$ cat config.mk
export PLATFORM = sky130hd
export DESIGN_NAME = ps2_kbd_rx
export DESIGN_NICKNAME = d
export VERILOG_FILES = /design/src/rtl/ps2_pkg.sv /design/src/rtl/ps2_fifo.sv /design/src/rtl/ps2_kbd_rx.sv
export SDC_FILE = /design/constraint.sdc
export NUM_CORES = 1
export LEC_CHECK = 0
export ABC_AREA = 1
export CAP_MARGIN = 20
export CORE_ASPECT_RATIO = 0.7
export CORE_MARGIN = 2
export CORE_UTILIZATION = 40
export DETAILED_ROUTE_END_ITERATION = 10
export HOLD_SLACK_MARGIN = 0.02
export SLEW_MARGIN = 20
export SYNTH_ARGS = -nofsm -noshare
export SYNTH_HDL_FRONTEND = slang
export SYNTH_SLANG_ARGS = --single-unit
export TNS_END_PERCENT = 1
$ cat constraint.sdc
create_clock -name clk -period 2.2 [get_ports clk]
set_input_delay 0.22 -clock clk [delete_from_list [all_inputs] [get_ports clk]]
set_output_delay 0.22 -clock clk [all_outputs]
set_load 0.05 [all_outputs]
$ cat src/rtl/ps2_pkg.sv
// Shared constants, state type and frame-check helper for the PS/2 receiver.
package ps2_pkg;

   localparam int FRAME_BITS = 11;
   localparam int START_IDX  = 0;
   localparam int PARITY_IDX = 9;
   localparam int STOP_IDX   = 10;

   typedef enum logic {
      IDLE = 1'b0,
      RECV = 1'b1
   } state_t;

   // A frame is good when the stop bit is 1 and data plus parity has odd weight.
   function automatic logic frame_good(input logic [FRAME_BITS-1:0] f);
      return f[STOP_IDX] & (^f[PARITY_IDX:START_IDX+1]);
   endfunction

endpackage

$ cat src/rtl/ps2_fifo.sv
// Scan-code FIFO with a registered head entry presented on rdata.
module ps2_fifo #(
   parameter int DEPTH = 8
) (
   input  logic       clk,
   input  logic       rst,
   input  logic       push,
   input  logic       pop,
   input  logic [7:0] wdata,
   output logic [7:0] rdata,
   output logic       empty,
   output logic       full
);

   localparam int AW = $clog2(DEPTH);

   logic [AW:0] wptr;
   logic [AW:0] rptr;
   logic [AW:0] rptr_next;
   logic [7:0]  mem [DEPTH];
   logic        do_pop;
   logic        do_push;

   assign empty     = (wptr == rptr);
   assign full      = (wptr[AW] != rptr[AW]) && (wptr[AW-1:0] == rptr[AW-1:0]);
   assign do_pop    = pop & ~empty;
   // A pop in the same cycle frees the slot, so a full FIFO can still accept.
   assign do_push   = push & (~full | do_pop);
   assign rptr_next = rptr + 1'b1;

   // Storage, pointers and the registered head entry.
   always_ff @(posedge clk or negedge rst) begin
      if (!rst) begin
         wptr  <= '0;
         rptr  <= '0;
         rdata <= '0;
         for (int i = 0; i < DEPTH; i++) begin
            mem[i] <= '0;
         end
      end else begin
         if (do_push) begin
            mem[wptr[AW-1:0]] <= wdata;
            wptr              <= wptr + 1'b1;
         end
         if (do_pop) begin
            rptr <= rptr_next;
         end
         if (do_push && empty) begin
            rdata <= wdata;
         end else if (do_pop) begin
            // With one entry left, a same-cycle push becomes the new head
            // before it has landed in the array.
            if (do_push && (rptr_next == wptr)) begin
               rdata <= wdata;
            end else begin
               rdata <= mem[rptr_next[AW-1:0]];
            end
         end
      end
   end

endmodule

$ cat src/rtl/ps2_kbd_rx.sv
// PS/2 keyboard receiver: synchronise, deframe, check and buffer scan codes.
module ps2_kbd_rx
   import ps2_pkg::*;
#(
   parameter int FIFO_DEPTH     = 8,
   parameter int TIMEOUT_CYCLES = 20000
) (
   input  logic       clk,
   input  logic       rst,
   input  logic       ps2_clk,
   input  logic       ps2_data,
   input  logic       nextdata_n,
   output logic [7:0] data,
   output logic       ready,
   output logic       overflow,
   output logic       frame_err
);

   localparam int TW = $clog2(TIMEOUT_CYCLES + 1);

   logic clk_s1, clk_s2, clk_prev;
   logic data_s1, data_s2;
   logic fall;

   state_t                state_q, state_d;
   logic [3:0]            bit_cnt_q, bit_cnt_d;
   logic [FRAME_BITS-1:0] shift_q, shift_d;
   logic [TW-1:0]         to_q, to_d;
   logic                  frame_done;
   logic [FRAME_BITS-1:0] frame_vec;
   logic                  good;

   logic fifo_empty, fifo_full, pop_acc;

   // Two-flop synchronisers plus the previous clock sample for edge detection.
   always_ff @(posedge clk or negedge rst) begin
      if (!rst) begin
         clk_s1   <= 1'b1;
         clk_s2   <= 1'b1;
         clk_prev <= 1'b1;
         data_s1  <= 1'b1;
         data_s2  <= 1'b1;
      end else begin
         clk_s1   <= ps2_clk;
         clk_s2   <= clk_s1;
         clk_prev <= clk_s2;
         data_s1  <= ps2_data;
         data_s2  <= data_s1;
      end
   end

   assign fall = clk_prev & ~clk_s2;

   // Receiver state, bit counter, shift register and inactivity counter.
   always_ff @(posedge clk or negedge rst) begin
      if (!rst) begin
         state_q   <= IDLE;
         bit_cnt_q <= '0;
         shift_q   <= '0;
         to_q      <= '0;
      end else begin
         state_q   <= state_d;
         bit_cnt_q <= bit_cnt_d;
         shift_q   <= shift_d;
         to_q      <= to_d;
      end
   end

   // Next-state logic: bits shift in from the top, so after ten shifts the
   // start bit sits at index 1 and the incoming stop bit completes the frame.
   always_comb begin
      state_d    = state_q;
      bit_cnt_d  = bit_cnt_q;
      shift_d    = shift_q;
      to_d       = to_q;
      frame_done = 1'b0;
      frame_vec  = {data_s2, shift_q[FRAME_BITS-1:1]};
      case (state_q)
         IDLE: begin
            to_d = '0;
            if (fall && !data_s2) begin
               state_d   = RECV;
               bit_cnt_d = 4'd1;
               shift_d   = {data_s2, shift_q[FRAME_BITS-1:1]};
            end
         end
         RECV: begin
            if (fall) begin
               to_d      = '0;
               shift_d   = {data_s2, shift_q[FRAME_BITS-1:1]};
               bit_cnt_d = bit_cnt_q + 4'd1;
               if (bit_cnt_q == 4'(FRAME_BITS - 1)) begin
                  frame_done = 1'b1;
                  state_d    = IDLE;
                  bit_cnt_d  = '0;
               end
            end else if (to_q == TW'(TIMEOUT_CYCLES - 1)) begin
               // Device went quiet mid-frame: drop the partial frame silently.
               state_d   = IDLE;
               bit_cnt_d = '0;
               to_d      = '0;
            end else begin
               to_d = to_q + 1'b1;
            end
         end
         default: begin
            state_d   = IDLE;
            bit_cnt_d = '0;
            to_d      = '0;
         end
      endcase
   end

   assign good    = frame_done & frame_good(frame_vec);
   assign pop_acc = ~nextdata_n & ~fifo_empty;

   // Sticky overflow and the one-cycle frame error pulse.
   always_ff @(posedge clk or negedge rst) begin
      if (!rst) begin
         overflow  <= 1'b0;
         frame_err <= 1'b0;
      end else begin
         frame_err <= frame_done & ~frame_good(frame_vec);
         if (good && fifo_full && !pop_acc) begin
            overflow <= 1'b1;
         end
      end
   end

   ps2_fifo #(
      .DEPTH (FIFO_DEPTH)
   ) u_fifo (
      .clk   (clk),
      .rst   (rst),
      .push  (good),
      .pop   (~nextdata_n),
      .wdata (frame_vec[8:1]),
      .rdata (data),
      .empty (fifo_empty),
      .full  (fifo_full)
   );

   assign ready = ~fifo_empty;

endmodule

Word level (Yosys, flattened, before mapping)
Cells that the tools add are included.
{"block": "totals", "out_inout_bits": 11, "ff_bits": 118, "elab_cells": 94}
{"block": "classes", "add_sub_neg": 4, "n_reduce_logical": 13, "magnitude_cmp": 3, "n_eq_ne": 9, "n_bitwise": 15, "muxes": 28}
{"cell": "bitwise mux 64 bit", "n": 1}
{"cell": "2-to-1 mux 8 bit", "n": 6}
{"cell": "2-to-1 mux 15 bit", "n": 2}
{"cell": "case mux 15 bit (2 select lines)", "n": 1}
{"cell": "binary-select mux 8 bit (select 3 bit)", "n": 1}
{"cell": "demux 8 bit (select 3 bit)", "n": 1}
{"cell": "2-to-1 mux 11 bit", "n": 2}
{"cell": "case mux 11 bit (2 select lines)", "n": 1}
{"cell": "2-to-1 mux 4 bit", "n": 4}
{"cell": "adder 15 x 1 -> 15 bit, second input constant", "n": 1}
{"cell": "== test 15 bit, second input constant", "n": 1}
{"cell": "adder 4 x 1 -> 4 bit, second input constant", "n": 3}
{"cell": "XOR reduction 9 bit", "n": 1}
{"cell": "== test 4 bit", "n": 2}
{"cell": "greater-or-equal comparator 4 bit, second input constant", "n": 2}
{"cell": "NOT 3 -> 4 bit", "n": 2}
{"cell": "case mux 4 bit (2 select lines)", "n": 1}
{"cell": "logical AND 1 bit", "n": 7}
{"cell": "2-to-1 mux 1 bit", "n": 7}
{"cell": "bitwise AND 1 bit", "n": 6}
{"cell": "NOT 1 bit", "n": 6}
{"cell": "== test 4 bit, second input constant", "n": 1}
{"cell": "< comparator 4 x 1 -> 1 bit, second input constant", "n": 1}
{"cell": "!= test 2 bit, second input constant", "n": 2}
{"cell": "8 further kinds", "n": 10}

Logic depth before layout (Yosys ltp)
Gate-level depths: netlist of run 1.
{"block": "depth", "word_depth": 10, "ltp_mapped": 15}

Modules after synthesis
Synthesis of run 1 repeated with hierarchy kept, for this count alone.
{"block": "hier_totals", "cells_unflattened": 682, "hier_area_um2": 5765.5}
{"module": "ps2_fifo", "instances": 1, "seq_area_each_um2": 2001.9, "cells_each": 470, "area_per_inst_um2": 4010.1}
{"module": "ps2_kbd_rx", "instances": 1, "seq_area_each_um2": 907.1, "cells_each": 212, "area_per_inst_um2": 1755.4}

Least setup slack after synthesis of run 1
OpenSTA, ideal clock, no wires.
{"block": "synth_timing", "path_type": "register to register", "from": "reg clk_prev", "to": "reg u_fifo.mem[40] (netlist bit)", "slack_ns": 0.264, "arrival_ns": 1.819, "synth_period_minus_slack_ns": 1.936, "setup_time_ns": 0.116, "path_stages_with_launch": 15, "cell_sequence": "dfstp_2 > inv_1 > nor2_4 > inv_1 > nor2_2 > inv_1 > nor2_1 > inv_1 > nor2_8 > nand2_4 > buf_12 > nor2_8 > nand2_4 > nand2_1 > nand2_1"}
{"block": "synth_via", "elab_chain_cells": 5}
{"element": "start, declared", "line_no": "ps2_kbd_rx.sv:21", "source": "logic clk_s1, clk_s2, clk_prev;"}
{"element": "start signal, assigned", "line_no": "ps2_kbd_rx.sv:46", "source": "clk_prev <= clk_s2;"}
{"element": "bitwise AND 1 bit", "line_no": "ps2_kbd_rx.sv:52", "source": "assign fall = clk_prev & ~clk_s2;"}
{"element": "2-to-1 mux 1 bit", "line_no": "ps2_kbd_rx.sv:88", "source": "if (fall) begin"}
{"element": "2-to-1 mux 1 bit", "line_no": "ps2_kbd_rx.sv:78", "source": "case (state_q)"}
{"element": "bitwise AND 1 bit", "line_no": "ps2_kbd_rx.sv:114", "source": "assign good = frame_done & frame_good(frame_vec);"}
{"element": "bitwise AND 1 bit", "line_no": "ps2_fifo.sv:28", "source": "assign do_push = push & (~full | do_pop);"}
{"element": "end signal, assigned by index", "line_no": "ps2_fifo.sv:42", "source": "mem[wptr[AW-1:0]] <= wdata;"}
{"element": "end, declared", "line_no": "ps2_fifo.sv:20", "source": "logic [7:0] mem [DEPTH];"}
Every way passes these cells.
A chain may end at the register's enable or synchronous reset.

Worst setup path after layout of run 1
{"block": "layout_timing", "from": "reg clk_prev", "to": "reg u_fifo.mem[35] (netlist bit)"}
Same word-level chain as after synthesis.

==> impl_metrics.env, run 1 <==
export IMPL_viasPerCell=5.15
export IMPL_fillerInstances=1284
export IMPL_layout_area_overhead_vs_synth_pct=22.4
export IMPL_stdcell_area_um2=7160
export IMPL_fp_coreArea_um2=14100
export IMPL_timing_slew_headroom_pct=61.4
export IMPL_fmax_mhz=478
export IMPL_status="finished, final reports clean"
export IMPL_power_total_mw=9.19
export IMPL_cp_num_buf_inv=6
export IMPL_worst_pin_slew_ns=0.578
export IMPL_gp_congestion=0.836
export IMPL_power_leakage_nw=3.57
export IMPL_port_buffers=15
export IMPL_die_area_um2=15600
export IMPL_rsz0062_at_grt="yes"
export IMPL_cp_slowest_cell="dfstp_2"
export IMPL_grt_pass1_wl_mm=25.2
export IMPL_antenna_found_initial=0
export IMPL_clk_latency_ns=0.41
export IMPL_die_w_um=149
export IMPL_dpl_cell_count=917
export IMPL_max_stage_delay_ns=0.51
export IMPL_cp_required_ns=2.55
export IMPL_timing_worst_setup_path_type="register to register"
export IMPL_synthTopCellsByArea="dfrtp_1, nand2_1, o21ai_0, inv_1, nor2_1"
export IMPL_yosysMostFrequentCell="nand2_1"
export IMPL_slew_viol_final=0
export IMPL_layout_drive_gt1_share_pct=16.4
export IMPL_synth_top_area_share_pct=47.5
export IMPL_ys_seq_area_share_pct=49.7
export IMPL_die_h_um=105
export IMPL_diodes=0
export IMPL_syn_area_per_cell_um2=8.24
export IMPL_setup_violations=0
export IMPL_overflow=0
export IMPL_multi_input_area_um2=2580
export IMPL_drt_wl_total_mm=15.2
export IMPL_syn_num_nets=720
export IMPL_grtUsageTotal_pct=20.7
export IMPL_powerDensity_nw_per_um2=1280
export IMPL_max_vdd_ir_drop_uv=493
export IMPL_num_rows=36
export IMPL_synth_area_leader_cell="dfrtp_1"
export IMPL_grt_start_max_net_pins=43
export IMPL_nNetsFinal=770
export IMPL_synth_cell_types=39
export IMPL_clockBufferDepth=2
export IMPL_cts_htree_levels=4
export IMPL_worst_ep_arrival_time_ns=2.44
export IMPL_syn_inst=710
export IMPL_min_period_over_period_pct=95.1
export IMPL_finClkSkew_ns=0.00479
export IMPL_path_delay_family="simple AND/OR/NAND/NOR gates"
export IMPL_synth_edff_count=0
export IMPL_synth_commonest_cells="nand2_1, dfrtp_1, o21ai_0"
export IMPL_hold_class="input port to register"
export IMPL_final_hold_viol_count=0
export IMPL_root_buffer="clkbuf_16"
export IMPL_drtIter0Drc=486
export IMPL_dpl_cell_area_um2=6330
export IMPL_place_hpwl_mm=10.3
export IMPL_synthArstFlopShare_pct=100
export IMPL_endpoint_kind="register"
export IMPL_min_period_ns=2.09
export IMPL_io_pins=16
export IMPL_path_max_fanout=6
export IMPL_grt_pass1_vias=4951
export IMPL_yosysWarnings=0
export IMPL_cts_sinks=116
export IMPL_initial_core_util_pct=41.5
export IMPL_path_clk_slew_ns=0.05
export IMPL_regArea_um2=2910
export IMPL_cts_tree="built"
export IMPL_wl_per_cell_um=15.8
export IMPL_cp_cell_sequence="inv_1, nor2_4, inv_2, nor2_2, inv_1, nor2_2, inv_2, nor2_8, nand2_8, buf_8, nor3_4, buf_6, nand2_1, nand2_1"
export IMPL_ys_ff_latch=116
export IMPL_finalNonFillerCells=963
export IMPL_cap_viol_max_count=0
export IMPL_synth_flop_cell="dfrtp_1"
export IMPL_dr_pass1_iters=5
export IMPL_numCtsBuffers=17
export IMPL_place_ws_ns=0.00733
export IMPL_antenna_left=0
export IMPL_start_kind="register"
export IMPL_drc=0
export IMPL_fin_util_pct=50.8
export IMPL_vias=4955
export IMPL_netlist_area_um2=5850
export IMPL_layout_setup_ws_ns=0.108
==> worst paths after layout <==
path / startpoint / to / slack [ns] / depth (start not counted)
worst max-delay path: clk_prev$_DFF_PN1_ / u_fifo.mem[35]$_DFFE_PN0P_ / 0.11 / 14
worst min-delay path: ps2_clk / clk_s1$_DFF_PN1_ / 0.21 / 1
worst max register to register: clk_prev$_DFF_PN1_ / u_fifo.mem[35]$_DFFE_PN0P_ / 0.11 / 14
worst min register to register: data_s1$_DFF_PN1_ / data_s2$_DFF_PN1_ / 0.36 / 0
max in group asynchronous: rst / shift_q[7]$_DFFE_PN0P_ / 1.15 / 3
min in group asynchronous: rst / u_fifo.mem[59]$_DFFE_PN0P_ / 0.34 / 2
==> per-layer routing <==
layer	up-vias	share of wire (%)	global-route usage [%]
met5	-	0	0
met3	33	5.7	5.68
met2	142	45	30.8
li1	2387	-	-
met4	0	2.1	7.35
met1	2393	48	29.0
==> stage by stage <==
| stage | hold WS [ns] | TNS (ns) |
|---|---|---|
| after floorplan | -0.0756 | 0 |
| final | 0.211 | 0 |
| after global placement | 0.244 | 0 |
| after CTS | 0.201 | 0 |
| after global routing | 0.212 | -0.537 |
| after detailed placement | 0.253 | 0 |
==> state kept, by name, indices dropped and copies added (netlist names) <==
| signal | cells |
|---|---|
| bit_cnt_q | 4 |
| u_fifo.wptr | 4 |
| u_fifo.rptr | 4 |
| shift_q | 9 |
| overflow | 1 |
| clk_prev | 1 |
| clk_s2 | 1 |
| u_fifo.rdata | 8 |
| clk_s1 | 1 |
| data_s2 | 1 |
| to_q | 15 |
| state_q | 1 |
| data_s1 | 1 |
| frame_err | 1 |
| u_fifo.mem | 64 |
==> cell families (layout without fill, tap and decap cells) <==
family,count (synthesis),after routing,share of synthesized area (%)
and+or+nand+nor,382,382,30.4
DFF,116,116,49.7
AOI/OAI and AO/OA,106,106,9.77
buffers and inverters,87,150,6.71
xor gates and xnor gates,14,14,2.35
adders and majority gates,5,5,1.07
==> placed cells by master (no fill, tap or decap), drive strengths merged <==
cell / instances
nand2: 264
clkinvlp: 3
buf: 44
nor2: 55
nor4: 2
a31oi: 1
inv: 59
dlygate4sd3: 1
o21ai: 70
nand4: 13
bufinv: 4
a21oi: 25
clkdlybuf4s50: 13
clkinv: 6
nor3: 12
xor2: 9
dfrtp: 111
a221o: 3
o221ai: 5
dfstp: 5
clkbuf: 20
xnor2: 5
nand3: 35
a31o: 1
o211ai: 1
nand3b: 1
ha: 5
==> layout make-up <==
| class | instances | share of cell area, % |
|---|---|---|
| repair buffers | 58 | 8.09 |
| clock buffers | 20 | 6.23 |
| clock inverters | 12 | 2.50 |
| inverters | 60 | 3.21 |
| well taps | 190 | 3.32 |
| flip-flops and latches | 116 | 40.7 |
| multi-input cells | 507 | 36.0 |
==> power breakdown <==
part	total [mW]	internal (mW)	leakage, nW	switching [mW]
clock	2.95	1.93	0.297	1.03
combinational	3.64	1.25	1.76	2.39
sequential	2.60	2.37	1.52	0.233
==> timing repair <==
| action | in CTS | in global routing |
|---|---|---|
| buffers inserted | 2 | 11 |
| setup endpoints to repair | 1 | 72 |
| hold endpoints to repair | 37 | 0 |
| hold buffers | 1 | 0 |
| pin swaps | 1 | 11 |
| resized for setup | 0 | 28 |
No activity file was read; power rests on OpenSTA's default activity.
==> run 2, diff against run 1 <==
--- a/config.mk
+++ b/config.mk
@@ -12,6 +12,7 @@
 export CORE_UTILIZATION = 40
 export DETAILED_ROUTE_END_ITERATION = 10
 export HOLD_SLACK_MARGIN = 0.02
+export MAX_ROUTING_LAYER = met4
 export SLEW_MARGIN = 20
 export SYNTH_ARGS = -nofsm -noshare
 export SYNTH_HDL_FRONTEND = slang
==> run 2 against run 1 <==
Net effect:
- first-iteration DRC count down 6.0%
- highest routed layer unchanged
- die area unchanged
- non-clock buffer count stayed put
==> impl_metrics.env, run 2 (same netlist as run 1, synthesis figures left out) <==
export IMPL_final_common_cell="nand2_1"
export IMPL_whs_path_depth=1
export IMPL_vias=4952
export IMPL_min_period_ns=2.10
export IMPL_port_buffers=15
export IMPL_clockBufferDepth=2
export IMPL_slew_viol_final=0
export IMPL_antenna_left=0
export IMPL_combinationalPowerShare_pct=39.6
export IMPL_dpl_cell_count=917
export IMPL_num_rows=36
export IMPL_internal_power_mw=5.54
export IMPL_setup_violations=0
export IMPL_cp_slowest_cell="dfstp_2"
export IMPL_io_pins=16
export IMPL_rr_startpoint="clk_prev$_DFF_PN1_"
export IMPL_path_max_fanout=6
export IMPL_gp_congestion=0.849
export IMPL_layout_area_overhead_vs_synth_pct=22.4
export IMPL_path_delay_family="simple AND/OR/NAND/NOR gates"
export IMPL_initial_core_util_pct=41.5
export IMPL_antenna_found_initial=0
export IMPL_final_cell_mix="nand2_1, dfrtp_1, o21ai_0"
export IMPL_finalNonFillerCells=963
export IMPL_cts_tree="built"
export IMPL_cp_cell_sequence="inv_1, nor2_4, inv_2, nor2_2, inv_1, nor2_2, inv_2, nor2_8, nand2_8, buf_8, nor3_4, buf_6, nand2_1, nand2_1"
export IMPL_seq_power_share_pct=28.3
export IMPL_nNetsFinal=770
export IMPL_grt_pass1_vias=4938
export IMPL_fmax_mhz=477
export IMPL_worstSetupPathDepth=14
export IMPL_drc=0
export IMPL_cp_num_buf_inv=6
export IMPL_rr_worst_depth=14
export IMPL_powerDensity_nw_per_um2=1280
export IMPL_cap_viol_max_count=0
export IMPL_fp_coreArea_um2=14100
export IMPL_die_h_um=105
export IMPL_root_buffer="clkbuf_16"
export IMPL_diodes=0
export IMPL_start_kind="register"
export IMPL_worst_pin_slew_ns=0.574
export IMPL_dr_pass1_iters=5
export IMPL_worst_ep_arrival_time_ns=2.45
export IMPL_place_hpwl_mm=10.3
export IMPL_clk_latency_ns=0.42
export IMPL_power_leakage_nw=3.57
export IMPL_cts_htree_levels=4
export IMPL_status="finished, final reports clean"
export IMPL_grtUsageTotal_pct=21.2
export IMPL_drtIter0Drc=457
export IMPL_regArea_um2=2910
export IMPL_timing_worst_setup_path_type="register to register"
export IMPL_grt_start_max_net_pins=43
export IMPL_final_hold_viol_count=0
export IMPL_max_vdd_ir_drop_uv=495
export IMPL_r2r_end="u_fifo.mem[35]$_DFFE_PN0P_"
export IMPL_layout_drive_gt1_share_pct=16.4
export IMPL_finClkSkew_ns=0.00579
export IMPL_die_w_um=149
export IMPL_cts_sinks=116
export IMPL_wl_per_cell_um=15.8
export IMPL_numCtsBuffers=17
export IMPL_viasPerCell=5.14
export IMPL_power_share_clock_pct=32.1
export IMPL_fin_util_pct=50.8
export IMPL_switching_power_mw=3.64
export IMPL_path_clk_slew_ns=0.05
export IMPL_p_sw_share_pct=39.7
export IMPL_max_stage_delay_ns=0.51
export IMPL_drt_wl_total_mm=15.2
export IMPL_grt_pass1_wl_mm=25.2
export IMPL_worstHoldStart="ps2_clk"
export IMPL_overflow=0
export IMPL_largest_reg_flops=64
export IMPL_r2r_slack_ns=0.10
export IMPL_die_area_um2=15600
export IMPL_holdPathEnd="clk_s1$_DFF_PN1_"
export IMPL_fillerInstances=1284
export IMPL_reg_top3="u_fifo.mem x64, to_q x15, shift_q x9"
export IMPL_cp_required_ns=2.55
export IMPL_regMostFlops="u_fifo.mem"
export IMPL_endpoint_kind="register"
export IMPL_min_period_over_period_pct=95.2
export IMPL_hold_class="input port to register"
export IMPL_rsz0062_at_grt="yes"
export IMPL_timing_slew_headroom_pct=61.7
export IMPL_multi_input_area_um2=2580
==> run 2: cell counts in the layout (fill, tap and decap cells not counted) <==
Identical to the previous run, type by type.
==> run 2: worst max path at each step <==
stage	slack (ns)	end	startpoint
2_1_floorplan	0.26	u_fifo.mem[40]$_DFFE_PN0P_	clk_prev$_DFF_PN1_
3_3_place_gp	0.005	u_fifo.rdata[7]$_DFFE_PN0P_	u_fifo.rptr[0]$_DFFE_PN0P_
3_5_place_dp	0.007	u_fifo.mem[58]$_DFFE_PN0P_	clk_prev$_DFF_PN1_
4_1_cts	0.01	u_fifo.mem[35]$_DFFE_PN0P_	clk_prev$_DFF_PN1_
5_1_grt	-0.05	u_fifo.mem[34]$_DFFE_PN0P_	clk_prev$_DFF_PN1_
6_report	0.10	u_fifo.mem[35]$_DFFE_PN0P_	clk_prev$_DFF_PN1_
==> run 2: timing repair <==
action / CTS / global route
setup buffers: 2 / 11
pin swaps: 1 / 11
hold buffers: 1 / 0
gates resized for setup: 0 / 28
hold endpoints to repair: 37 / 0
endpoints found under the setup margin: 1 / 72
==> run 2: layer usage <==
metal | wire (µm) | global-route usage, % | vias up
met5 | 0 | - | -
met4 | 282 | 7.55 | 0
met3 | 912 | 5.02 | 26
met2 | 6830 | 31.0 | 155
met1 | 7180 | 29.0 | 2384
li1 | - | - | 2387
==> run 2: cell type report <==
cell class	count	area share, %
Sequential cell	116	40.7
Clock buffer	20	6.23
Multi-Input combinational cell	507	36.0
Clock inverter	12	2.50
Inverter	60	3.21
Tap cell	190	3.32
Timing Repair Buffer	58	8.09
==> run 2: through the flow <==
step                hold slack (ns)  total power [mW]  setup slack, ns  setup TNS, ns  cell area [µm²]
finish                        0.210              9.18            0.105              0             7160
global route                  0.212              9.76          -0.0542         -0.537             7160
CTS                           0.201              9.11           0.0131              0             7000
floorplan                   -0.0756              4.87            0.264              0             5850
global placement              0.244              6.09          0.00461              0             6330
detailed placement            0.253              6.12          0.00733              0             6330
==> run 2: power groups by stage <==
stage | sequential [mW] | combinational [mW] | clock [mW]
2_1_floorplan | 2.74 | 2.14 | 0
3_3_place_gp | 2.60 | 3.49 | 0
3_5_place_dp | 2.61 | 3.51 | 0
4_1_cts | 2.58 | 3.55 | 2.98
5_1_grt | 2.64 | 4.02 | 3.11
6_report | 2.60 | 3.63 | 2.95
==> run 3, diff against run 2 <==
==> constraint.sdc (replaced) <==
create_clock -name clk -period 2.2 [get_ports clk]
set_input_delay 0.22 -clock clk [delete_from_list [all_inputs] [get_ports clk]]
set_output_delay 0.22 -clock clk [all_outputs]
set_load 0.1 [all_outputs]
==> run 3 against run 2 <==
Net effect:
- via count fell by 0.32%
- die area did not move
- final area fell by 0.24%
- clock skew rose by 0.0011 ns
- wire length rose by 0.74%
- clock-buffer cell count fell by 2
==> impl_metrics.env, run 3 (same netlist as run 1, synthesis figures left out) <==
export IMPL_finalNonFillerCells=962
export IMPL_cts_htree_levels=4
export IMPL_viasPerCell=5.13
export IMPL_powerDensity_nw_per_um2=1320
export IMPL_slew_viol_final=0
export IMPL_drc=0
export IMPL_max_vdd_ir_drop_uv=655
export IMPL_layout_area_overhead_vs_synth_pct=22.1
export IMPL_numCtsBuffers=17
export IMPL_drt_wl_total_mm=15.3
export IMPL_top_layer="met4"
export IMPL_cts_sinks=116
export IMPL_grt_pass1_wl_mm=24.9
export IMPL_initial_core_util_pct=41.5
export IMPL_place_ws_ns=-0.0241
export IMPL_timing_slew_headroom_pct=63.7
export IMPL_cap_viol_max_count=0
export IMPL_regArea_um2=2910
export IMPL_wl_per_cell_um=15.9
export IMPL_cp_required_ns=2.55
export IMPL_status="finished, final reports clean"
export IMPL_layout_setup_ws_ns=0.0933
export IMPL_largest_reg_flops=64
export IMPL_place_hpwl_mm=10.4
export IMPL_hold_class="input port to register"
export IMPL_timing_worst_setup_path_type="register to register"
export IMPL_setup_violations=0
export IMPL_regMostFlops="u_fifo.mem"
export IMPL_dpl_cell_count=917
export IMPL_dr_pass1_iters=5
export IMPL_reg_top3="u_fifo.mem x64, to_q x15, shift_q x9"
export IMPL_gp_congestion=0.841
export IMPL_final_cell_mix="nand2_1, dfrtp_1, o21ai_0"
export IMPL_start_kind="register"
export IMPL_worst_ep_arrival_time_ns=2.46
export IMPL_min_period_over_period_pct=95.8
export IMPL_drtIter0Drc=449
export IMPL_finalSetupTns_ns=0
export IMPL_path_clk_slew_ns=0.06
export IMPL_layout_drive_gt1_share_pct=17.7
export IMPL_antenna_found_initial=0
export IMPL_finClkSkew_ns=0.00687
export IMPL_clockBufferDepth=2
export IMPL_clk_latency_ns=0.42
export IMPL_rr_startpoint="shift_q[7]$_DFFE_PN0P_"
export IMPL_min_period_ns=2.11
export IMPL_fillerInstances=1274
export IMPL_final_hold_viol_count=0
export IMPL_grtUsageTotal_pct=21.4
export IMPL_power_total_mw=9.40
export IMPL_final_common_cell="nand2_1"
export IMPL_die_w_um=149
export IMPL_endpoint_kind="register"
export IMPL_overflow=0
export IMPL_grt_start_max_net_pins=42
export IMPL_route_met2_wl_mm=6.83
export IMPL_power_leakage_nw=3.60
export IMPL_die_h_um=105
export IMPL_num_rows=36
export IMPL_multi_input_area_um2=2590
export IMPL_antenna_left=0
export IMPL_root_buffer="clkbuf_16"
export IMPL_wl_met1_mm=7.19
export IMPL_cts_tree="built"
export IMPL_worstHoldStart="ps2_clk"
export IMPL_crit_start="shift_q[7]$_DFFE_PN0P_"
export IMPL_wl_met3_um=938
export IMPL_path_max_fanout=8
export IMPL_fmax_mhz=475
export IMPL_worst_pin_slew_ns=0.544
export IMPL_diodes=0
export IMPL_port_buffers=15
export IMPL_nNetsFinal=769
export IMPL_die_area_um2=15600
export IMPL_grt_pass1_vias=4847
export IMPL_fp_coreArea_um2=14100
export IMPL_vias=4936
export IMPL_io_pins=16
==> run 3: path summary, 6_finish.rpt <==
check,to,slack (ns),cells past startpoint
min in group asynchronous,u_fifo.mem[62]$_DFFE_PN0P_,0.33,2
max in group asynchronous,data_s2$_DFF_PN1_,1.20,3
max reg2reg,u_fifo.mem[57]$_DFFE_PN0P_,0.09,15
max,u_fifo.mem[57]$_DFFE_PN0P_,0.09,15
min reg2reg,data_s2$_DFF_PN1_,0.36,0
min,clk_s1$_DFF_PN1_,0.20,1
==> run 3: report_power, final <==
group	switching (mW)	internal, mW
sequential	0.224	2.36
combinational	2.67	1.27
clock	1.05	1.82
==> run 3: repair_timing <==
item | in CTS | in global routing
setup endpoints to repair | 4 | 68
hold endpoints to repair | 37 | 0
gates resized for setup | 2 | 22
pin swaps | 0 | 10
setup buffers | 0 | 12
hold buffers | 1 | 0
==> run 3: critical path, cell delays in order, from the launching register on <==
cell and delay [ns]:
dfrtp_1 0.43, inv_2 0.12, nand2_1 0.06, nand2_1 0.08, nand2_1 0.08, nand3_2 0.09, nand2_1 0.07, nand2_2 0.08
nand3_4 0.09, nor2_8 0.17, nand2_8 0.13, buf_8 0.17, nor3_4 0.20, buf_12 0.15, nand2_1 0.05, nand2_1 0.05
==> run 3: layout make-up <==
type	count	share of cell area [%]
inverter	60	3.15
tap	190	3.33
sequential	116	40.7
timing repair buffer	57	7.91
multi-input combinational	507	36.3
clock buffer	18	6.14
clock inverter	14	2.49
==> run 3: through the flow <==
stage	area, µm²	hold slack (ns)	utilization, %
6_report	7150	0.203	50.7
5_1_grt	7150	0.195	50.7
4_1_cts	6960	0.194	49.4
3_5_place_dp	6320	0.237	44.8
3_3_place_gp	6320	0.235	44.8
2_1_floorplan	5850	-0.0756	-
==> run 3: routing by layer <==
layer,vias to the layer above,GRT usage [%]
li1,2389,-
met1,2370,28.9
met2,143,30.8
met3,34,5.76
met4,0,8.10
met5,-,-
